==> src/rtl/vld_mux_pkg.sv <==
// Shared constants and bit-vector helpers for the valid-qualified mux family.
// Helpers work on a fixed maximum width; callers zero-extend their narrower vectors.
package vld_mux_pkg;

  localparam int VLD_MUX_MODE_PAR  = 0;
  localparam int VLD_MUX_MODE_PRIO = 1;
  localparam int VLD_MUX_MAX_W     = 64;

  typedef logic [VLD_MUX_MAX_W-1:0] vld_mux_vec_t;

  // Isolate the lowest set bit (two's-complement trick x & -x).
  function automatic vld_mux_vec_t lowest_set(input vld_mux_vec_t x);
    return x & (~x + vld_mux_vec_t'(1));
  endfunction

  // True when more than one bit of x is set.
  function automatic logic is_multi(input vld_mux_vec_t x);
    return (x & (x - vld_mux_vec_t'(1))) != '0;
  endfunction

endpackage

==> src/rtl/vld_muxn_core.sv <==
// Combinational N-way selector: AND-OR of selected channels (MODE 0) or
// lowest-index winner (MODE 1). Unselected channel data is always masked.
module vld_muxn_core
  import vld_mux_pkg::*;
#(
  parameter int DW   = 32,
  parameter int NCH  = 5,
  parameter int MODE = VLD_MUX_MODE_PAR
) (
  input  logic [NCH-1:0]    sel,
  input  logic [NCH*DW-1:0] data,
  output logic [DW-1:0]     out,
  output logic [NCH-1:0]    grant,
  output logic              multi
);

  vld_mux_vec_t sel_ext;
  vld_mux_vec_t low_ext;
  logic         unused_low_bits;

  // NCH must not exceed VLD_MUX_MAX_W; the extension below relies on it.
  always_comb begin
    sel_ext            = '0;
    sel_ext[NCH-1:0]   = sel;
  end

  assign low_ext         = lowest_set(sel_ext);
  assign unused_low_bits = ^low_ext;
  assign multi           = is_multi(sel_ext);

  always_comb begin
    grant = sel;
    if (MODE == VLD_MUX_MODE_PRIO) begin
      grant = low_ext[NCH-1:0];
    end
  end

  // With a one-hot grant the AND-OR collapses to a plain select.
  always_comb begin
    out = '0;
    for (int k = 0; k < NCH; k++) begin
      out = out | ({DW{grant[k]}} & data[k*DW +: DW]);
    end
  end

endmodule

==> src/rtl/vld_muxn_reg.sv <==
// Valid-qualified N-channel mux with a single registered output stage,
// output valid/ready back-pressure and a sticky multi-select error flag.
module vld_muxn_reg
  import vld_mux_pkg::*;
#(
  parameter int DW   = 32,
  parameter int NCH  = 5,
  parameter int MODE = VLD_MUX_MODE_PAR
) (
  input  logic              clk,
  input  logic              rst_n,
  input  logic [NCH-1:0]    sel_i,
  input  logic [NCH*DW-1:0] in_i,
  output logic              in_rdy_o,
  output logic [DW-1:0]     out_o,
  output logic [NCH-1:0]    grant_o,
  output logic              vld_o,
  input  logic              rdy_i,
  output logic              err_o,
  input  logic              err_clr_i
);

  // Handshake: a transfer out happens on a cycle with vld_o & rdy_i; the
  // stage accepts a new item on |sel_i & in_rdy_o, and in_rdy_o is high
  // whenever the stage is empty or is being drained this same cycle.
  // Upstream holds sel_i/in_i stable until it observes in_rdy_o high.

  logic [DW-1:0]  core_out;
  logic [NCH-1:0] core_grant;
  logic           core_multi;
  logic           acc;
  logic           err_set;

  vld_muxn_core #(
    .DW  (DW),
    .NCH (NCH),
    .MODE(MODE)
  ) u_core (
    .sel  (sel_i),
    .data (in_i),
    .out  (core_out),
    .grant(core_grant),
    .multi(core_multi)
  );

  assign in_rdy_o = ~vld_o | rdy_i;
  assign acc      = (|sel_i) & in_rdy_o;
  assign err_set  = (MODE == VLD_MUX_MODE_PAR) & acc & core_multi;

  // out_o/grant_o keep their last captured value after a drain.
  always_ff @(posedge clk or negedge rst_n) begin
    if (!rst_n) begin
      out_o   <= '0;
      grant_o <= '0;
      vld_o   <= 1'b0;
    end else if (acc) begin
      out_o   <= core_out;
      grant_o <= core_grant;
      vld_o   <= 1'b1;
    end else if (vld_o && rdy_i) begin
      vld_o   <= 1'b0;
    end
  end

  // Set has priority over a same-cycle clear.
  always_ff @(posedge clk or negedge rst_n) begin
    if (!rst_n) begin
      err_o <= 1'b0;
    end else if (err_set) begin
      err_o <= 1'b1;
    end else if (err_clr_i) begin
      err_o <= 1'b0;
    end
  end

endmodule

==> config.mk <==
export PLATFORM = sky130hd
export DESIGN_NAME = vld_muxn_reg
export DESIGN_NICKNAME = d
export VERILOG_FILES = /design/src/rtl/vld_mux_pkg.sv /design/src/rtl/vld_muxn_core.sv /design/src/rtl/vld_muxn_reg.sv
export SDC_FILE = /design/constraint.sdc
export NUM_CORES = 1
export LEC_CHECK = 0
export CAP_MARGIN = 25
export CORE_ASPECT_RATIO = 1.25
export CORE_UTILIZATION = 31
export DETAILED_ROUTE_END_ITERATION = 8
export GPL_TIMING_DRIVEN = 0
export PLACE_DENSITY = 0.81
export SETUP_SLACK_MARGIN = 0.15
export SYNTH_ARGS = -nofsm -noshare
export SYNTH_HDL_FRONTEND = slang
export SYNTH_SLANG_ARGS = --single-unit
==> constraint.sdc <==
create_clock -name clk -period 1.7 [get_ports clk]
set_input_delay 0.17 -clock clk [delete_from_list [all_inputs] [get_ports clk]]
set_output_delay 0.17 -clock clk [all_outputs]
set_load 0.05 [all_outputs]
==> impl_metrics.tcl, run 1 <==
set metrics [dict create \
    result_of_the_run "finished, violations left" \
    failing_checks "hold timing" \
    slew_headroom_pct 41.59 \
    power_frac_comb_pct 43.7 \
    static_leakage_power_uw 0.001705 \
    syn_nets 375 \
    area_of_the_core_um2 7019 \
    p_int_uw 2048 \
    switching_share_of_total_power_pct 34.95 \
    power.switching_uw 1100 \
    dp_hpwl_um 7427 \
    area_delta_synth_final_pct 99.01 \
    power.sequential.fraction_pct 34.5 \
    final-max-slew-violation-count 0 \
    irDropWorstVdd_mv 0.4276 \
    worstReg2RegEnd "out_o[8]$_DFFE_PN0P_" \
    clkLatencyLatePin_ns 0.28 \
    die-area_um2 7666 \
    timing.critical_path.from_type "primary input" \
    required_ns 1.87 \
    final.min_clock_period_ns 1.527 \
    hold_buffers 0 \
    reg2reg_slack_ns 0.33 \
    synth_cells 206 \
    post_synth_instance_area_um2 2268 \
    post-route-drc-count 0 \
    die_height_um 97.64 \
    postSynthRegisterBits 39 \
    tritoncts.num_buffers 5 \
    rsz0062_at_grt "true" \
    wl_per_cell_um 18.36 \
    io_pins 209 \
    worstReg2RegStart "vld_o$_DFFE_PN0P_" \
    synth-seq-area-share_pct 43.02 \
    synth.lib_cells_used.distinct 21 \
    grt_pass1_wl_um 14990 \
    antenna_cells 0 \
    antenna_found_initial 0 \
    finalHoldWorstSlack_ns -0.003196 \
    cts-root-to-sink-buffers 2 \
    cellPowerDensity_nw_per_um2 697.3 \
    gp_congestion 0.7995 \
    dpl.cell_count 499 \
    worst_pin_slew_ns 0.8761 \
    tritoncts "yes" \
    timing.critical_path.to_type "register" \
    rr_worst_depth 5 \
    final_critical_path_setup_slack_ns 0.1727 \
    initial_core_util_pct 32.32 \
    post_synth.cell_area_avg_um2 11.01 \
    finish.utilization_pct 64.31 \
    drt_iter0_drc 208 \
    number_of_setup_violations_in_the_final_report 0 \
    period_share_pct 89.84 \
    route.antenna.remaining_nets 0 \
    first_global_vias 3040 \
    drv.max_cap_violation_count 0 \
    hold_viol 10 \
    floorplan.die.width_um 78.51 \
    cts_root_buffer "sky130_fd_sc_hd__clkbuf_8" \
    port_buffers 203 \
    fin_nets 589 \
    std_cell_rows 34 \
    detail_route.first_pass.iterations 7 \
    fin_worst_skew_ns 0.004900 \
    layoutNonFillerInstCount 511 \
    ys_warn_count 0 \
    post_route_cells_drive_above_1_share_pct 14.01 \
    dr_total_vias 2734 \
    clock-sinks 39 \
    finalWirelength_um 9383 \
    leftover_overflow_at_the_end_of_global_routing 0 \
    htree_levels 2 \
    critical_path_peak_fanout 10 \
    critPathArrivalTime_ns 1.70 \
    timing_worst_setup_path_type "in2reg" \
    clock_power_share_pct 21.8 \
    grt_start_max_net_pins 40 \
    highest_clock_frequency_the_design_can_meet_ghz 0.6547 \
    track_usage_pct 25.24 \
    hold_wc_path_type "in2async" \
    clk_transition_reported_paths_ns 0.08 \
    vias_per_cell 5.350 \
    preCtsSetupSlack_ns -0.2785 \
]
## layout by cell type, fill, tap and decap left out, types with 4 or more instances in the layout
cell type / count
sky130_fd_sc_hd__buf_4: 4
sky130_fd_sc_hd__clkbuf_1: 16
sky130_fd_sc_hd__clkdlybuf4s50_1: 162
sky130_fd_sc_hd__a22oi_1: 32
sky130_fd_sc_hd__a222oi_1: 32
sky130_fd_sc_hd__dlygate4sd2_1: 39
sky130_fd_sc_hd__dfrtp_1: 38
sky130_fd_sc_hd__mux2_2: 32
sky130_fd_sc_hd__nand2_1: 33
sky130_fd_sc_hd__clkbuf_8: 7
## final cells by class
type	instances	area, um^2
Multi-Input combinational cell	143	1184
Tap cell	90	112.6
Sequential cell	39	977.2
Buffer	23	133.9
Timing Repair Buffer	207	2003
Fill cell	615	2505
Inverter	1	3.754
Clock buffer	8	100.1
## sequential cells by signal (all words and copies together) (netlist names)
register	cells
err_o	1
grant_o	5
out_o	32
vld_o	1
## per-layer routing
| layer | track usage (%) | part of all wire (%) |
|---|---|---|
| met3 | 7.042 | 7.4 |
| met5 | 0 | 0 |
| met1 | 27.16 | 36 |
| met4 | 7.123 | 1.7 |
| met2 | 46.89 | 55 |
## worst max-delay path by stage
stage	start	end	slack, ns	depth (start not counted)
floorplan	sel_i[3]	out_o[10]$_DFFE_PN0P_	-0.05	5
global placement	rst_n	vld_o$_DFFE_PN0P_	-0.67	1
detailed placement	sel_i[2]	out_o[25]$_DFFE_PN0P_	-0.28	5
CTS	vld_o$_DFFE_PN0P_	in_rdy_o	0.12	2
global route	sel_i[1]	out_o[27]$_DFFE_PN0P_	0.14	6
finish	sel_i[1]	out_o[19]$_DFFE_PN0P_	0.17	6
## repair_timing
item,CTS,global route
resized for setup,40,5
setup buffers,4,0
pin swaps,1,0
endpoints found under the setup margin,69,31
## power groups by stage
stage / sequential (uW) / clock [uW] / combinational, uW
after floorplan: 1500 / 0 / 327
after global placement: 1100 / 0 / 1430
after detailed placement: 1110 / 0 / 1440
after CTS: 1090 / 703 / 1380
after global routing: 1100 / 733 / 1460
final: 1090 / 687 / 1370
## cell usage after synthesis, drive strengths merged
master  number  share of area (%)
dfrtp       39                 43
mux2        36                 18
nand2       33                5.5
a222oi      32                 14
a22oi       32                 11
clkbuf      16                2.6
buf          7                2.6
o21ai        2               0.94
a211oi       1               0.33
a21oi        1               0.22
a22o         1               0.39
a32o         1               0.44
inv          1               0.17
nand2b       1               0.28
nor2         1               0.17
nor4         1               0.28
or4          1               0.50
## worst max-delay path, cell delays in order
cell and delay (ns):
sky130_fd_sc_hd__buf_2 0.16, sky130_fd_sc_hd__or4_4 0.53, sky130_fd_sc_hd__o21ai_4 0.17, sky130_fd_sc_hd__buf_4 0.17, sky130_fd_sc_hd__buf_6 0.16, sky130_fd_sc_hd__mux2_2 0.34
## stage by stage
stage | TNS [ns] | hold WS (ns) | area, um^2 | power, uW
after floorplan | -1.310 | -0.1256 | 2293 | 1827
after global placement | -28.57 | 0.4755 | 4438 | 2530
after detailed placement | -8.304 | 0.3354 | 4433 | 2554
after CTS | 0 | 0.02028 | 4513 | 3169
after global routing | 0 | 0.07102 | 4514 | 3293
final | 0 | -0.003196 | 4514 | 3148
## cell families (layout without fill, tap and decap cells)
family          Yosys count  count (layout)  share of synthesized area, %
compound gates           70              70                         27.03
flops                    39              39                         43.02
simple gates             37              37                         6.674
mux                      36              36                         17.87
buf+inv                  24             239                         5.405
Power figures use the tool's default switching activity.
==> inputs of run 2 (changes only) <==
==> constraint.sdc (replaced) <==
create_clock -name clk -period 1.5 [get_ports clk]
set_input_delay 0.15 -clock clk [delete_from_list [all_inputs] [get_ports clk]]
set_output_delay 0.15 -clock clk [all_outputs]
set_load 0.05 [all_outputs]
==> impl_metrics.tcl, run 2 (same netlist as run 1, synthesis figures left out) <==
set metrics [dict create \
    hold_buffers 0 \
    std_cell_rows 34 \
    antenna_found_initial 0 \
    period_share_pct 103.7 \
    largestRegisters "out_o (32), grant_o (5)" \
    p_int_uw 2350 \
    mostFrequentLayoutCells "sky130_fd_sc_hd__clkdlybuf4s50_1 (162), sky130_fd_sc_hd__dfrtp_1 (38), sky130_fd_sc_hd__nand2_1 (33), sky130_fd_sc_hd__a222oi_1 (32), sky130_fd_sc_hd__a22oi_1 (32)" \
    post_route_cells_drive_above_1_share_pct 20.41 \
    mostFrequentLayoutCell "sky130_fd_sc_hd__clkdlybuf4s50_1" \
    topRoutingLayerUsed "met4" \
    hold_viol 26 \
    power_frac_comb_pct 47.5 \
    vias_per_cell 5.538 \
    rsz0062_at_grt "true" \
    clock-sinks 39 \
    port_buffers 203 \
    power.switching_uw 1283 \
    fin_area_um2 4828 \
    highest_clock_frequency_the_design_can_meet_ghz 0.6431 \
    switching_share_of_total_power_pct 35.30 \
    fillerInstances 552 \
    die_height_um 97.64 \
    grt_pass1_wl_um 15440 \
    finalWirelength_um 10040 \
    result_of_the_run "finished, violations left" \
    met1Wirelength_um 3607 \
    registers.top_by_ff_count "out_o" \
    clkLatencyLatePin_ns 0.28 \
    route.met2.wl_um 5403 \
    slew_headroom_pct 41.57 \
    floorplan.die.width_um 78.51 \
    final_critical_path_setup_slack_ns -0.05489 \
    dr_total_vias 2913 \
    clock_power_share_pct 18.2 \
    met3_wirelength_um 740 \
    irDropWorstVdd_mv 0.4741 \
    critical_path_peak_fanout 6 \
    track_usage_pct 26.08 \
    timing.critical_path.from_type "primary input" \
    route.antenna.remaining_nets 0 \
    number_of_setup_violations_in_the_final_report 20 \
    critPathArrivalTime_ns 1.72 \
    timing.critical_path.to_type "register" \
    cts-root-to-sink-buffers 2 \
    area_of_the_core_um2 7019 \
    timing_worst_setup_path_type "in2reg" \
    cellPowerDensity_nw_per_um2 752.4 \
    fin_nets 605 \
    postPlaceCellArea_um2 4438 \
    leftover_overflow_at_the_end_of_global_routing 0 \
    tritoncts "yes" \
    io_pins 209 \
    dp_hpwl_um 7168 \
    area_delta_synth_final_pct 112.9 \
    die-area_um2 7666 \
    static_leakage_power_uw 0.001972 \
    final-max-slew-violation-count 0 \
    power.sequential.fraction_pct 34.3 \
    antenna_cells 0 \
    gp_congestion 0.7738 \
    wl_per_cell_um 19.08 \
    worst_pin_slew_ns 0.8764 \
    drv.max_cap_violation_count 0 \
    cts_root_buffer "sky130_fd_sc_hd__clkbuf_8" \
    initial_core_util_pct 32.32 \
    detail_route.first_pass.iterations 6 \
    largest_reg_flops 32 \
    final.min_clock_period_ns 1.555 \
    clk_transition_reported_paths_ns 0.08 \
    first_global_vias 3083 \
    failing_checks "hold timing, setup timing" \
    grt_start_max_net_pins 40 \
    htree_levels 2 \
    hold_wc_path_type "in2async" \
    required_ns 1.67 \
    fin_worst_skew_ns 0.01083 \
    finalHoldWorstSlack_ns -0.02604 \
    post-route-drc-count 0 \
    drt_iter0_drc 266 \
    tritoncts.num_buffers 5 \
]
-- run 2: cell types whose count changed in the layout (fill, tap and decap cells not counted), sizes merged --
| cell | change |
|---|---|
| dlygate4sd2 | -35 |
| clkdlybuf4s15 | +21 |
| buf | +16 |
| clkbuf | +13 |
-- run 2: metal layers --
metal  GRT usage [%]  vias to the layer above
met4           9.259                        0
met2           47.02                      161
li1                -                     1307
met3           6.667                       22
met1           28.94                     1423
met5               0                        -
-- run 2: worst paths after layout --
kind | endpoint | cells after the start | start | slack [ns]
min in group clk | out_o[30]$_DFFE_PN0P_ | 4 | sel_i[0] | 0.26
min reg2reg | out_o[7]$_DFFE_PN0P_ | 1 | out_o[7]$_DFFE_PN0P_ | 0.50
max in group asynchronous | vld_o$_DFFE_PN0P_ | 1 | rst_n | 0.94
min | grant_o[4]$_DFFE_PN0P_ | 1 | rst_n | -0.03
max | out_o[25]$_DFFE_PN0P_ | 7 | sel_i[0] | -0.05
max reg2reg | out_o[25]$_DFFE_PN0P_ | 6 | vld_o$_DFFE_PN0P_ | 0.05
-- run 2: repair_timing --
action,4_1_cts,5_1_grt
setup endpoints to repair,77,72
gates resized for setup,91,51
buffers inserted,12,5
pin swaps,2,2
cloned,3,0
-- run 2: stage by stage --
step	util [%]	power, uW	instances	setup TNS [ns]	setup WS [ns]
after floorplan	-	2072	206	-7.095	-0.2296
after global placement	63.30	2873	499	-41.45	-0.7932
final	68.79	3633	526	-0.7131	-0.05489
after global routing	68.79	3798	526	-0.9128	-0.06601
after CTS	68.47	3621	521	-0.4916	-0.05045
after detailed placement	63.23	2894	499	-16.00	-0.4771
-- run 2: cell type report --
type                    count  area [um^2]  share of cell area (%)
well taps                  90        112.6                   2.332
clock buffers               7        76.32                   1.581
plain buffers              23        173.9                   3.602
repair buffers            223         2198                   45.53
flip-flops and latches     39        977.2                   20.24
multi-input cells         143         1286                   26.64
inverters                   1        3.754                 0.07774
-- run 2: power by group through the flow --
| stage | sequential [uW] | clock (uW) | combinational, uW |
|---|---|---|---|
| 3_5_place_dp | 1260 | 0 | 1640 |
| 3_3_place_gp | 1250 | 0 | 1620 |
| 2_1_floorplan | 1700 | 0 | 372 |
| 5_1_grt | 1260 | 731 | 1810 |
| 6_report | 1240 | 661 | 1730 |
| 4_1_cts | 1240 | 679 | 1710 |
-- run 2: worst max-delay path, cell delays in order --
cell	delay (ns)
sky130_fd_sc_hd__buf_12	0.11
sky130_fd_sc_hd__or4_4	0.55
sky130_fd_sc_hd__o21ai_4	0.22
sky130_fd_sc_hd__buf_12	0.16
sky130_fd_sc_hd__buf_12	0.11
sky130_fd_sc_hd__buf_8	0.12
sky130_fd_sc_hd__mux2_4	0.30
